### src/rtl/mem_stream_reader.sv
// Streams a contiguous address window of the shared sample/FFT memory out over valid/ready,
// using the start/done level handshake. Define STORE_MEM_CHECKSUM_EN to add a 16-bit checksum port.
module mem_stream_reader #(
  parameter int ADDR_W    = 11,
  parameter int DATA_W    = 10,
  parameter int BASE_ADDR = 0,
  parameter int NUM_WORDS = 2048
) (
  input  logic              clk,
  input  logic              rst,
  input  logic              do_store,
  output logic              mem_stored,
  output logic [ADDR_W-1:0] mem_addr,
  output logic              mem_rd_en,
  input  logic [DATA_W-1:0] mem_data,
  output logic [DATA_W-1:0] out_data,
  output logic              out_valid,
  input  logic              out_ready,
  output logic              out_last
`ifdef STORE_MEM_CHECKSUM_EN
  ,
  output logic [15:0]       checksum
`endif
);

  typedef enum logic [1:0] {IDLE, ISSUE, DRAIN, DONE} state_t;

  localparam int              CNT_W    = ADDR_W + 1;
  localparam logic [CNT_W-1:0] LAST_IDX = CNT_W'(NUM_WORDS - 1);

  state_t            state, state_next;
  logic [CNT_W-1:0]  rd_cnt;
  logic [CNT_W-1:0]  pop_cnt;
  logic [DATA_W-1:0] fifo_mem [2];
  logic              wr_ptr, rd_ptr;
  logic [1:0]        fifo_cnt;
  logic              data_pending;
  logic              fifo_valid, push, pop, credit, flush;

  assign fifo_valid = (fifo_cnt != 2'd0);
  assign pop        = fifo_valid && out_ready;
  assign push       = data_pending;
  assign flush      = (state_next == IDLE);
  // A new read is allowed only if, after this cycle's pop and landing word, it still fits.
  assign credit     = ({1'b0, fifo_cnt} + {2'b0, data_pending}) < (3'd2 + {2'b0, pop});

  // NOTE: sequential state uses non-blocking assignments so every flop sees pre-edge values.
  always_ff @(posedge clk) begin
    if (rst) state <= IDLE;
    else     state <= state_next;
  end

  always_comb begin
    state_next = state;
    case (state)
      IDLE:  if (do_store) state_next = ISSUE;
      ISSUE: begin
        if (!do_store)                          state_next = IDLE;
        else if (credit && rd_cnt == LAST_IDX)  state_next = DRAIN;
      end
      DRAIN: begin
        if (!do_store)                          state_next = IDLE;
        else if (pop && pop_cnt == LAST_IDX)    state_next = DONE;
      end
      DONE:  if (!do_store) state_next = IDLE;
      default: state_next = IDLE;
    endcase
  end

  always_comb begin
    // NOTE: every output is defaulted first, so no branch can leave one unassigned and infer a latch.
    mem_rd_en  = 1'b0;
    mem_stored = 1'b0;
    mem_addr   = ADDR_W'(BASE_ADDR) + rd_cnt[ADDR_W-1:0];
    out_valid  = fifo_valid;
    out_data   = fifo_valid ? fifo_mem[rd_ptr] : '0;
    out_last   = fifo_valid && (pop_cnt == LAST_IDX);
    case (state)
      ISSUE:   mem_rd_en  = credit;
      DONE:    mem_stored = 1'b1;
      default: ;
    endcase
  end

  // Leaving for IDLE (abort or completion) flushes the buffer and drops any word still in flight.
  always_ff @(posedge clk) begin
    if (rst || flush) begin
      rd_cnt       <= '0;
      pop_cnt      <= '0;
      fifo_cnt     <= 2'd0;
      wr_ptr       <= 1'b0;
      rd_ptr       <= 1'b0;
      data_pending <= 1'b0;
    end else begin
      data_pending <= mem_rd_en;
      fifo_cnt     <= fifo_cnt + 2'(push) - 2'(pop);
      if (mem_rd_en) rd_cnt <= rd_cnt + 1'b1;
      if (push)      wr_ptr <= ~wr_ptr;
      if (pop) begin
        rd_ptr  <= ~rd_ptr;
        pop_cnt <= pop_cnt + 1'b1;
      end
    end
  end

  // NOTE: buffer storage is not reset; fifo_cnt decides what is visible and out_data is zero when empty.
  always_ff @(posedge clk) begin
    if (push) fifo_mem[wr_ptr] <= mem_data;
  end

`ifdef STORE_MEM_CHECKSUM_EN
  always_ff @(posedge clk) begin
    if (rst || state == IDLE) checksum <= 16'd0;
    else if (pop)             checksum <= checksum + 16'(out_data);
  end
`endif

endmodule
### config.mk
export PLATFORM = sky130hd
export DESIGN_NAME = mem_stream_reader
export DESIGN_NICKNAME = d
export VERILOG_FILES = /design/src/rtl/mem_stream_reader.sv
export SDC_FILE = /design/constraint.sdc
export NUM_CORES = 1
export LEC_CHECK = 0
export CAP_MARGIN = 25
export CORE_MARGIN = 8
export CORE_UTILIZATION = 45
export CTS_CLUSTER_DIAMETER = 30
export DETAILED_ROUTE_END_ITERATION = 8
export PLACE_DENSITY = 0.69
export RECOVER_POWER = 50
export SKIP_CTS_REPAIR_TIMING = 1
export SLEW_MARGIN = 25
export SYNTH_ARGS = -nofsm -noshare
export SYNTH_HDL_FRONTEND = slang
export SYNTH_SLANG_ARGS = --single-unit
### constraint.sdc
create_clock -name clk -period 3.45 [get_ports clk]
set_input_delay 0.69 -clock clk [delete_from_list [all_inputs] [get_ports clk]]
set_output_delay 0.69 -clock clk [all_outputs]
set_load 0.02 [all_outputs]
# Word-level counts from Yosys, hierarchy flattened

Memories as Yosys holds them, arrays and structs flattened. A register that Yosys moved wholly into a read port is not among the register bits.
Index checks and enable logic that the tools add are counted.

Register bits after elaboration: 31
Memory bits (writable): 20
Bits of input ports: 14
Output and inout port bits: 25
Logic and storage cells: 44
Memories: 1

Memory list:

| name     | words | bits a word | rd ports | clocked after Yosys merged registers in | wr ports | RTL line | source |
|---|---|---|---|---|---|---|---|
| fifo_mem | 2     | 10          | 1        | 1                                       | 1        | 34       | `logic [DATA_W-1:0] fifo_mem [2];` |

Add/sub/neg operators: 6
$lt $le $gt $ge: 1
Equal/unequal tests: 5
Mux-type cells: 14
Bitwise logic cells: 2
Reduce and logical (&&, ||, !) cells: 8

Operators by type and width:

| kind                  | count |
|---|---|
| $add 12x1->12 const B | 2 |
| $eq 12x11->1 const B  | 2 |
| $mux 2                | 6 |
| $mux 10               | 1 |
| $pmux 2 s4            | 1 |
| $mux 1                | 6 |
| $eq 2x2->1 const B    | 2 |
| $logic_and 1x1->1     | 4 |
| $logic_not 2->1       | 2 |
| $add 2x1->3           | 1 |
| $add 2x1->3 const A   | 1 |
| $lt 3x3->1            | 1 |
| $add 2x1->2           | 1 |
| $eq 2x1->1 const B    | 1 |
| $not 1->1             | 2 |
| $reduce_bool 2->1     | 1 |
| $sub 2x1->2           | 1 |
| $logic_or 1x1->1      | 1 |

# Longest topological paths before layout

Gate-level depths: netlist of the first run.

Depth after elaboration: 11
Gate-level depth with buffers: 8

# Worst setup path before layout of the first run

No wires, ideal clock.

Kind: input-to-output
Start point: input port out_ready
End point: output port mem_rd_en
Data arrival time: 1.416 ns
Required time: 2.760 ns
Path slack: 1.344 ns
Stages on the path: 4
Path buffers: 1
Path through: o21ai_2 o21a_1 buf_2 nor2_1

Word-level cells in the longest chain between the ends: 4

Ends and longest elaborated chain:

| item               | RTL line | source |
|---|---|---|
| start: declaration | 18       | `input logic out_ready,` |
| $logic_and 1x1->1  | 41       | `assign pop = fifo_valid && out_ready;` |
| $add 2x1->3        | 45       | `assign credit = ({1'b0, fifo_cnt} + {2'b0, data_pending}) < (3'd2 + {2'b0, pop});` |
| $lt 3x3->1         | 45       |  |
| $mux 1             | 78       | `case (state)` |
| end: declaration   | 14       | `output logic mem_rd_en,` |

Every way passes these cells.

# Final worst setup path of the first run

Same ends and word-level chain as after synthesis.

==> impl_metrics.csv, run 1 <==
group,metric,value,unit
clock_network,number_of_buffers_added_by_the_clock_tree_synthesis_step,5,
finish,final.fill_count,477,
timing,period_minus_slack,3.01,ns
die,rows,26,
die,initial_utilization,46.4,%
logic_synthesis,synthAdderAreaFrac,3.17,%
clock_network,clkLatencyLatePin,0.31,ns
die,num_io_pins,39,
die,area_enclosed_by_the_die_boundary,7840,um2
power,p_leak,0.908,nW
global_routing,antenna_violations_before_repair,0,
logic_synthesis,synth.yosys.seq_area_share,52.4,%
logic_synthesis,ys_dominant_reg_cell,"dfxtp_1",
logic_synthesis,synth.ff_latch_count,52,
logic_synthesis,post_synth_num_cell_types,40,
logic_synthesis,synth.yosys.warnings,0,
global_routing,globalRoute.totalOverflow,0,
timing,slew_headroom,43.0,%
logic_synthesis,netlist.area_leader.share,27.0,%
routing,routedLengthMet1,2090,um
min_path,hold_class,"reg -> reg",
finish,insertedDiodeCount,0,
timing,finalHoldViolations,0,
logic_synthesis,synth_nets,248,
timing,setup_viol_count_final,0,
clock_network,clk_pin_slew_worst_paths,0.10,ns
logic_synthesis,syn_area,2370,um2
global_routing,first_global_vias,1550,
clock_network,cts_root_buffer,"clkbuf_8",
logic_synthesis,syn-instance-count,228,
routing,met2_wirelength,2050,um
placed_design,finalWeightedCongestion,0.735,
logic_synthesis,netlist_top_cells_count,"dfxtp_1 (32), nor2_1 (28), edfxtp_1 (20)",
setup_path,path_class,"in -> out",
logic_synthesis,synth_xor_area_share,5.18,%
global_routing,grt_pass1_wl,7490,um
routing,drcViolationCount,0,
logic_synthesis,synth_top_cell_by_area,"dfxtp_1",
routing,post_drt_via_cell_ratio,5.20,
run_status,run_status,"finished, final reports clean",
logic_synthesis,asyncSetResetFlopFracSynth,0,%
placed_design,numPortBuffers,38,
placed_design,place.detailed.hpwl,3210,um
routing,initial_drc_count,78,
timing,rsz_0062_raised_after_global_routing,"no",
routing,route.vias.total,1704,
flow_run,timing.max_cap.violations,0,
timing,final_max_slew_viol_count,0,
power,power,1.12,mW
power,ir_drop,0.272,mV
power,powerDensity,391,nW/um2
setup_path,startpoint_type,"primary input",
die,chipWidth,88.6,um
routing,finalWirelength,4460,um
setup_path,required,2.76,ns
routing,first_pass_iters,4,
timing,finalCritPeriodShare,87.3,%
global_routing,largest_net_degree_at_the_start_of_global_routing,23,
logic_synthesis,synth_mux_area_share,4.65,%
logic_synthesis,main_combinational_cell_family_by_area_after_synthesis,"simple AND/OR/NAND/NOR gates",
setup_path,worstSetupEndpointType,"primary output",
routing,detail_route.wl_per_cell,13.6,um
timing,max_clock_freq,0.332,GHz
routing,topRoutingLayerUsed,"met4",
logic_synthesis,syn_avg_cell_area,10.4,um2
routing,postRouteAntennaNets,0,
die,fp.dieH,88.6,um
clock_network,clock_tree_from_tritoncts,"yes",
logic_synthesis,edff_count_synth,20,
global_routing,grtUsageTotal,12.2,%
routing,route.met3.wl,252,um
logic_synthesis,yosys.cell_count.top_type,"dfxtp_1",
setup_path,cp_data_arrival_time,2.32,ns
finish,nNetsFinal,277,
logic_synthesis,synth_area_leaders,"dfxtp_1 (27%), edfxtp_1 (25%), mux2i_1 (4.6%), nor2_1 (4.4%), xnor2_1 (4.1%)",
logic_synthesis,synth_compound_area_share,8.29,%
logic_synthesis,synth_simple_gate_area_share,20.2,%
clock_network,clock_sink_count,52,
finish,area.growth.synth_to_final,20.3,%
timing,worst-slew-pin-transition,0.852,ns
timing,timing.setup.tns,0,ns
clock_network,htree_levels,2,
finish,fraction_of_layout_cells_with_a_size_suffix_above_1,6.20,%
die,core_region_area,5110,um2
setup_path,critical_path_peak_fanout,2,
timing,skew,0.00482,ns
clock_network,clockBufferDepth,2,
worst paths after layout:
kind / from / end / slack, ns / cells past startpoint
max reg2reg: fifo_cnt[0]$_SDFF_PP0_ / fifo_cnt[1]$_SDFF_PP0_ / 1.09 / 9
min: pop_cnt[1]$_SDFFE_PP0P_ / pop_cnt[1]$_SDFFE_PP0P_ / 0.48 / 2
min reg2reg: pop_cnt[1]$_SDFFE_PP0P_ / pop_cnt[1]$_SDFFE_PP0P_ / 0.48 / 2
max: out_ready / mem_rd_en / 0.44 / 5
cells in the final DEF, fill, tap and decap left out, types with 7 or more instances in the layout:
master           Yosys  layout
xnor2_1             11      11
nand3_1              8       8
clkdlybuf4s50_1      0      27
edfxtp_1            20      20
inv_1                7       7
dlygate4sd3_1        0      11
dfxtp_1             32      32
mux2i_1             11      11
nor2_1              28      28
nand2_1             13      13
a21oi_1             11      11
layer usage:
metal,track usage (%),vias up
li1,-,864
met1,15.4,798
met2,18.9,35
met3,3.81,7
met4,4.92,0
met5,0,-
worst max-delay path, stage by stage:
cell and delay [ns]:
dlygate4sd3_1 0.52, o21ai_0 0.11, o21a_1 0.21, nor2_1 0.15, clkdlybuf4s50_1 0.64
power by group:
part / internal (mW) / switching, mW / total (mW)
Combinational: 0.0236 / 0.0257 / 0.0493
Clock: 0.219 / 0.203 / 0.421
Sequential: 0.641 / 0.00336 / 0.644
Total: 0.883 / 0.232 / 1.12
logic make-up (layout without fill, tap and decap cells):
group,after synthesis,count (layout)
AO/OA/AOI/OAI,31,31
AND/OR/NAND/NOR,87,87
flip-flops,52,52
buffers and inverters,27,57
adder cells (fa/ha/maj),6,6
multiplexers,11,11
XOR/XNOR,14,14
area by class of cell:
| cell class | count | area (um2) | share of cell area, % |
|---|---|---|---|
| clock buffers | 5 | 68.8 | 2.42 |
| clock inverters | 3 | 46.3 | 1.62 |
| inverters | 8 | 30.0 | 1.05 |
| multi-input cells | 149 | 980 | 34.4 |
| flip-flops and latches | 52 | 1240 | 43.6 |
| well taps | 70 | 87.6 | 3.07 |
| repair buffers | 41 | 395 | 13.9 |
through the flow:
stage | std cells | hold WS, ns | utilization [%] | instance area, um2 | setup WS [ns]
after floorplan | 228 | 0.452 | - | 2370 | 1.34
after global placement | 320 | 0.466 | 53.7 | 2750 | 0.581
after detailed placement | 320 | 0.470 | 53.7 | 2750 | 0.563
after CTS | 328 | 0.485 | 56.0 | 2860 | 0.529
after global routing | 328 | 0.519 | 55.8 | 2850 | 0.330
final | 328 | 0.481 | 55.8 | 2850 | 0.440
sequential cells by signal, summed over array words and instances, names as in the netlist, named ones only:
| signal | cells |
|---|---|
| fifo_cnt | 2 |
| rd_cnt | 12 |
| pop_cnt | 12 |
| data_pending | 1 |
| fifo_mem | 20 |
| wr_ptr | 1 |
| rd_ptr | 1 |
| state | 2 |
No activity file was read; power rests on OpenSTA's default activity.
==> run 2: changes to the inputs <==
--- a/config.mk
+++ b/config.mk
@@ -10,7 +10,7 @@
 export CORE_UTILIZATION = 45
 export CTS_CLUSTER_DIAMETER = 30
 export DETAILED_ROUTE_END_ITERATION = 8
-export PLACE_DENSITY = 0.69
+export PLACE_DENSITY = 0.7
 export RECOVER_POWER = 50
 export SKIP_CTS_REPAIR_TIMING = 1
 export SLEW_MARGIN = 25
==> run 2 against run 1 <==
Design area down 0.13%. Critical endpoint unchanged. Highest routed layer unchanged. Clock power is 3% lower. Flip-flop and latch count unchanged. Non-clock buffer count fell by 1. Clock skew grew 0.0039 ns. Global-route usage shrank 0.30 points. Hold slack barely moved.
==> impl_metrics.csv, run 2 (synthesized netlist as in run 1, its figures left out) <==
group,metric,value,unit
run_status,run_status,"finished, final reports clean",
routing,route.vias.total,1674,
finish,layout.cells.most_common_list,"dfxtp_1 (32), nor2_1 (28), clkdlybuf4s50_1 (27)",
setup_path,worstSetupEndpointType,"primary output",
placed_design,placed_cells,319,
routing,drcViolationCount,0,
routing,topRoutingLayerUsed,"met4",
setup_path,rr_worst_depth,8,
die,fp.dieH,88.6,um
setup_path,required,2.76,ns
finish,largest_register_ff_count,20,
clock_network,clockBufferDepth,2,
setup_path,setup.worst_path.start,"out_ready",
setup_path,reg2reg_to,"fifo_cnt[1]$_SDFF_PP0_",
setup_path,critPathCapture,"mem_rd_en",
finish,top_register,"fifo_mem",
routing,first_pass_iters,4,
timing,slew_headroom,44.1,%
finish,mostFrequentLayoutCell,"dfxtp_1",
timing,final_max_slew_viol_count,0,
global_routing,globalRoute.totalOverflow,0,
die,rows,26,
finish,nNetsFinal,276,
timing,period_minus_slack,3.03,ns
timing,rsz_0062_raised_after_global_routing,"no",
finish,area.growth.synth_to_final,20.1,%
finish,largest_registers,"fifo_mem: 20 flops, pop_cnt: 12 flops, rd_cnt: 12 flops",
setup_path,path_class,"in -> out",
setup_path,cp_data_arrival_time,2.34,ns
global_routing,first_global_vias,1539,
die,chipWidth,88.6,um
placed_design,numPortBuffers,38,
routing,initial_drc_count,76,
placed_design,place.detailed.hpwl,3080,um
finish,insertedDiodeCount,0,
routing,routedLengthMet1,1960,um
power,p_leak,0.908,nW
die,initial_utilization,46.4,%
finish,final.fill_count,442,
routing,postRouteAntennaNets,0,
global_routing,largest_net_degree_at_the_start_of_global_routing,23,
power,ir_drop,0.178,mV
clock_network,clkLatencyLatePin,0.31,ns
setup_path,startpoint_type,"primary input",
timing,skew,0.00874,ns
global_routing,grtUsageTotal,11.9,%
routing,post_drt_via_cell_ratio,5.12,
finish,fraction_of_layout_cells_with_a_size_suffix_above_1,6.61,%
finish,fin_cells,327,
timing,layout_setup_ws,0.423,ns
setup_path,setup.reg_to_reg.worst_slack,1.20,ns
flow_run,timing.max_cap.violations,0,
placed_design,place_ws,0.406,ns
routing,detail_route.wl_per_cell,13.1,um
clock_network,htree_levels,2,
setup_path,critical_path_peak_fanout,13,
routing,route.met3.wl,215,um
clock_network,cts_root_buffer,"clkbuf_8",
power,powerDensity,387,nW/um2
die,num_io_pins,39,
setup_path,regToRegStartpoint,"fifo_cnt[0]$_SDFF_PP0_",
timing,setup_viol_count_final,0,
routing,finalWirelength,4270,um
clock_network,number_of_buffers_added_by_the_clock_tree_synthesis_step,5,
placed_design,finalWeightedCongestion,0.782,
min_path,hold_class,"reg -> reg",
clock_network,clock_sink_count,52,
die,core_region_area,5110,um2
timing,worst-slew-pin-transition,0.835,ns
clock_network,clock_tree_from_tritoncts,"yes",
timing,finalCritPeriodShare,87.7,%
timing,max_clock_freq,0.330,GHz
routing,met2_wirelength,2030,um
timing,finalHoldViolations,0,
timing,timing.setup.tns,0,ns
clock_network,clk_pin_slew_worst_paths,0.09,ns
die,area_enclosed_by_the_die_boundary,7840,um2
finish,final_core_util,55.7,%
global_routing,antenna_violations_before_repair,0,
power,power,1.10,mW
global_routing,grt_pass1_wl,7300,um
==> run 2: routing by layer <==
metal	global-route usage (%)	up-vias
li1	-	862
met1	15.2	768
met2	18.7	40
met3	3.16	4
met4	4.61	0
met5	0	-
==> run 2: layout make-up <==
class	instances	area, um2	share of cell area, %
clock buffer	5	68.8	2.42
sequential	52	1240	43.6
clock inverter	3	42.5	1.50
multi-input combinational	149	983	34.6
tap	70	87.6	3.08
timing repair buffer	40	392	13.8
inverter	8	30.0	1.06
==> run 2: through the flow <==
stage	hold WS [ns]	area [um2]
2_1_floorplan	0.452	2370
3_5_place_dp	0.473	2740
6_report	0.481	2850
4_1_cts	0.485	2850
3_3_place_gp	0.467	2740
5_1_grt	0.506	2850
==> run 2: power by group <==
group	switching (mW)	total, mW	internal (mW)
clock	0.195	0.409	0.215
combinational	0.0254	0.0487	0.0233
sequential	0.00342	0.644	0.641
==> run 2: critical path: stages <==
cell and delay, ns:
clkdlybuf4s50_1 0.48, o21ai_2 0.16, o21a_1 0.23, nor2_1 0.14, clkdlybuf4s50_1 0.63
==> run 2: how the worst min path moves through the flow <==
stage                                        from                       to  cells past startpoint
after floorplan           rd_cnt[11]$_SDFFE_PP0P_  rd_cnt[11]$_SDFFE_PP0P_                      2
after global placement    rd_cnt[11]$_SDFFE_PP0P_  rd_cnt[11]$_SDFFE_PP0P_                      2
after detailed placement  pop_cnt[1]$_SDFFE_PP0P_  pop_cnt[1]$_SDFFE_PP0P_                      2
after CTS                 pop_cnt[1]$_SDFFE_PP0P_  pop_cnt[1]$_SDFFE_PP0P_                      2
after global routing      pop_cnt[1]$_SDFFE_PP0P_  pop_cnt[1]$_SDFFE_PP0P_                      2
final                     pop_cnt[1]$_SDFFE_PP0P_  pop_cnt[1]$_SDFFE_PP0P_                      2
==> run 3: changes to the inputs <==
--- a/config.mk
+++ b/config.mk
@@ -7,13 +7,13 @@
 export LEC_CHECK = 0
 export CAP_MARGIN = 25
 export CORE_MARGIN = 8
-export CORE_UTILIZATION = 45
+export CORE_UTILIZATION = 57
 export CTS_CLUSTER_DIAMETER = 30
 export DETAILED_ROUTE_END_ITERATION = 8
-export PLACE_DENSITY = 0.7
+export PLACE_DENSITY = 0.86
 export RECOVER_POWER = 50
 export SKIP_CTS_REPAIR_TIMING = 1
-export SLEW_MARGIN = 25
+export SLEW_MARGIN = 20
 export SYNTH_ARGS = -nofsm -noshare
 export SYNTH_HDL_FRONTEND = slang
 export SYNTH_SLANG_ARGS = --single-unit
==> run 3 against run 2 <==
Cell count fell by 5.8%. Clock power about the same. Via count is 3.2% higher.
==> impl_metrics.csv, run 3 (synthesized netlist as in run 1, its figures left out) <==
group,metric,value,unit
run_status,run_status,"finished, final reports clean",
routing,drcViolationCount,0,
setup_path,required,2.76,ns
global_routing,grt_pass1_wl,7860,um
timing,period_minus_slack,2.94,ns
timing,finalCritPeriodShare,85.2,%
flow_run,timing.max_cap.violations,0,
routing,post_drt_via_cell_ratio,5.61,
clock_network,clock_tree_from_tritoncts,"yes",
setup_path,worstSetupEndpointType,"primary output",
die,num_io_pins,39,
timing,slew_headroom,20.3,%
routing,initial_drc_count,90,
clock_network,number_of_buffers_added_by_the_clock_tree_synthesis_step,5,
power,powerDensity,391,nW/um2
clock_network,clockBufferDepth,2,
global_routing,globalRoute.totalOverflow,0,
setup_path,cp_data_arrival_time,2.25,ns
clock_network,clock_sink_count,52,
timing,layout_setup_ws,0.510,ns
timing,final_max_slew_viol_count,0,
clock_network,htree_levels,2,
routing,route.vias.total,1727,
die,rows,23,
timing,timing.setup.tns,0,ns
clock_network,clkLatencyLatePin,0.31,ns
global_routing,antenna_violations_before_repair,0,
global_routing,largest_net_degree_at_the_start_of_global_routing,29,
power,p_leak,0.914,nW
timing,rsz_0062_raised_after_global_routing,"no",
clock_network,clk_pin_slew_worst_paths,0.09,ns
timing,finalHoldViolations,0,
placed_design,numPortBuffers,38,
placed_design,place.detailed.hpwl,3300,um
routing,finalWirelength,4700,um
timing,max_clock_freq,0.340,GHz
routing,first_pass_iters,4,
global_routing,first_global_vias,1709,
routing,detail_route.wl_per_cell,15.3,um
setup_path,critical_path_peak_fanout,2,
finish,area.growth.synth_to_final,19.4,%
finish,insertedDiodeCount,0,
finish,largest_register_ff_count,20,
global_routing,grtUsageTotal,15.5,%
setup_path,path_class,"in -> out",
die,fp.dieH,80.5,um
finish,mostFrequentLayoutCell,"dfxtp_1",
timing,setup_viol_count_final,0,
timing,worst-slew-pin-transition,1.20,ns
timing,skew,0.00759,ns
finish,top_register,"fifo_mem",
finish,layout.cells.most_common_list,"dfxtp_1 (32), nor2_1 (28), clkdlybuf4s50_1 (27)",
finish,largest_registers,"fifo_mem: 20 flops, pop_cnt: 12 flops, rd_cnt: 12 flops",
die,core_region_area,4000,um2
finish,fraction_of_layout_cells_with_a_size_suffix_above_1,6.59,%
setup_path,startpoint_type,"primary input",
min_path,hold_class,"reg -> reg",
placed_design,place_ws,0.543,ns
placed_design,finalWeightedCongestion,0.775,
die,initial_utilization,59.2,%
die,chipWidth,80.5,um
die,area_enclosed_by_the_die_boundary,6470,um2
clock_network,cts_root_buffer,"clkbuf_8",
finish,nNetsFinal,277,
power,ir_drop,0.299,mV
routing,postRouteAntennaNets,0,
run 3: changes by cell type in the layout (fill, tap and decap cells not counted), sizes merged:
cell      change
buf           +1
clkinvlp      -1
clkinv        +1
run 3: critical path, cell delays in order:
cell             delay [ns]
clkdlybuf4s50_1        0.49
o21ai_2                0.07
o21a_1                 0.18
nor2_1                 0.17
clkdlybuf4s50_1        0.65
run 3: cell type report:
type                       count  area [um2]
clock buffer                   5        68.8
clock inverter                 3        42.5
fill                         309        1170
inverter                       8        30.0
multi-input combinational    149         983
sequential                    52        1240
tap                           50        62.6
timing repair buffer          41         399
run 3: final timing paths:
path	from	endpoint	slack (ns)	depth (start not counted)
worst max-delay path	out_ready	mem_rd_en	0.51	5
worst max register to register	fifo_cnt[0]$_SDFF_PP0_	rd_cnt[11]$_SDFFE_PP0P_	1.41	6
worst min register to register	pop_cnt[1]$_SDFFE_PP0P_	pop_cnt[1]$_SDFFE_PP0P_	0.49	2
worst min-delay path	pop_cnt[1]$_SDFFE_PP0P_	pop_cnt[1]$_SDFFE_PP0P_	0.49	2
run 3: metal layers:
layer	up-vias	track usage, %	wire [um]
met5	-	0	0
met4	0	7.45	95
met3	10	5.25	235
met2	44	24.4	2300
met1	801	18.6	2070
li1	872	-	-
run 3: where the power goes:
group	total (mW)	leakage, nW	internal (mW)	switching, mW
sequential	0.645	0.439	0.641	0.00381
combinational	0.0493	0.419	0.0236	0.0256
clock	0.412	0.0558	0.215	0.197
run 3: stage by stage:
| step | total power [mW] | hold WS (ns) | utilization, % | instances | instance area, um2 |
|---|---|---|---|---|---|
| 2_1_floorplan | 0.683 | 0.452 | - | 228 | 2370 |
| 3_3_place_gp | 0.709 | 0.463 | 68.0 | 300 | 2720 |
| 3_5_place_dp | 0.711 | 0.476 | 68.0 | 300 | 2720 |
| 4_1_cts | 1.12 | 0.495 | 70.8 | 308 | 2830 |
| 5_1_grt | 1.15 | 0.520 | 70.7 | 308 | 2830 |
| 6_report | 1.11 | 0.488 | 70.7 | 308 | 2830 |
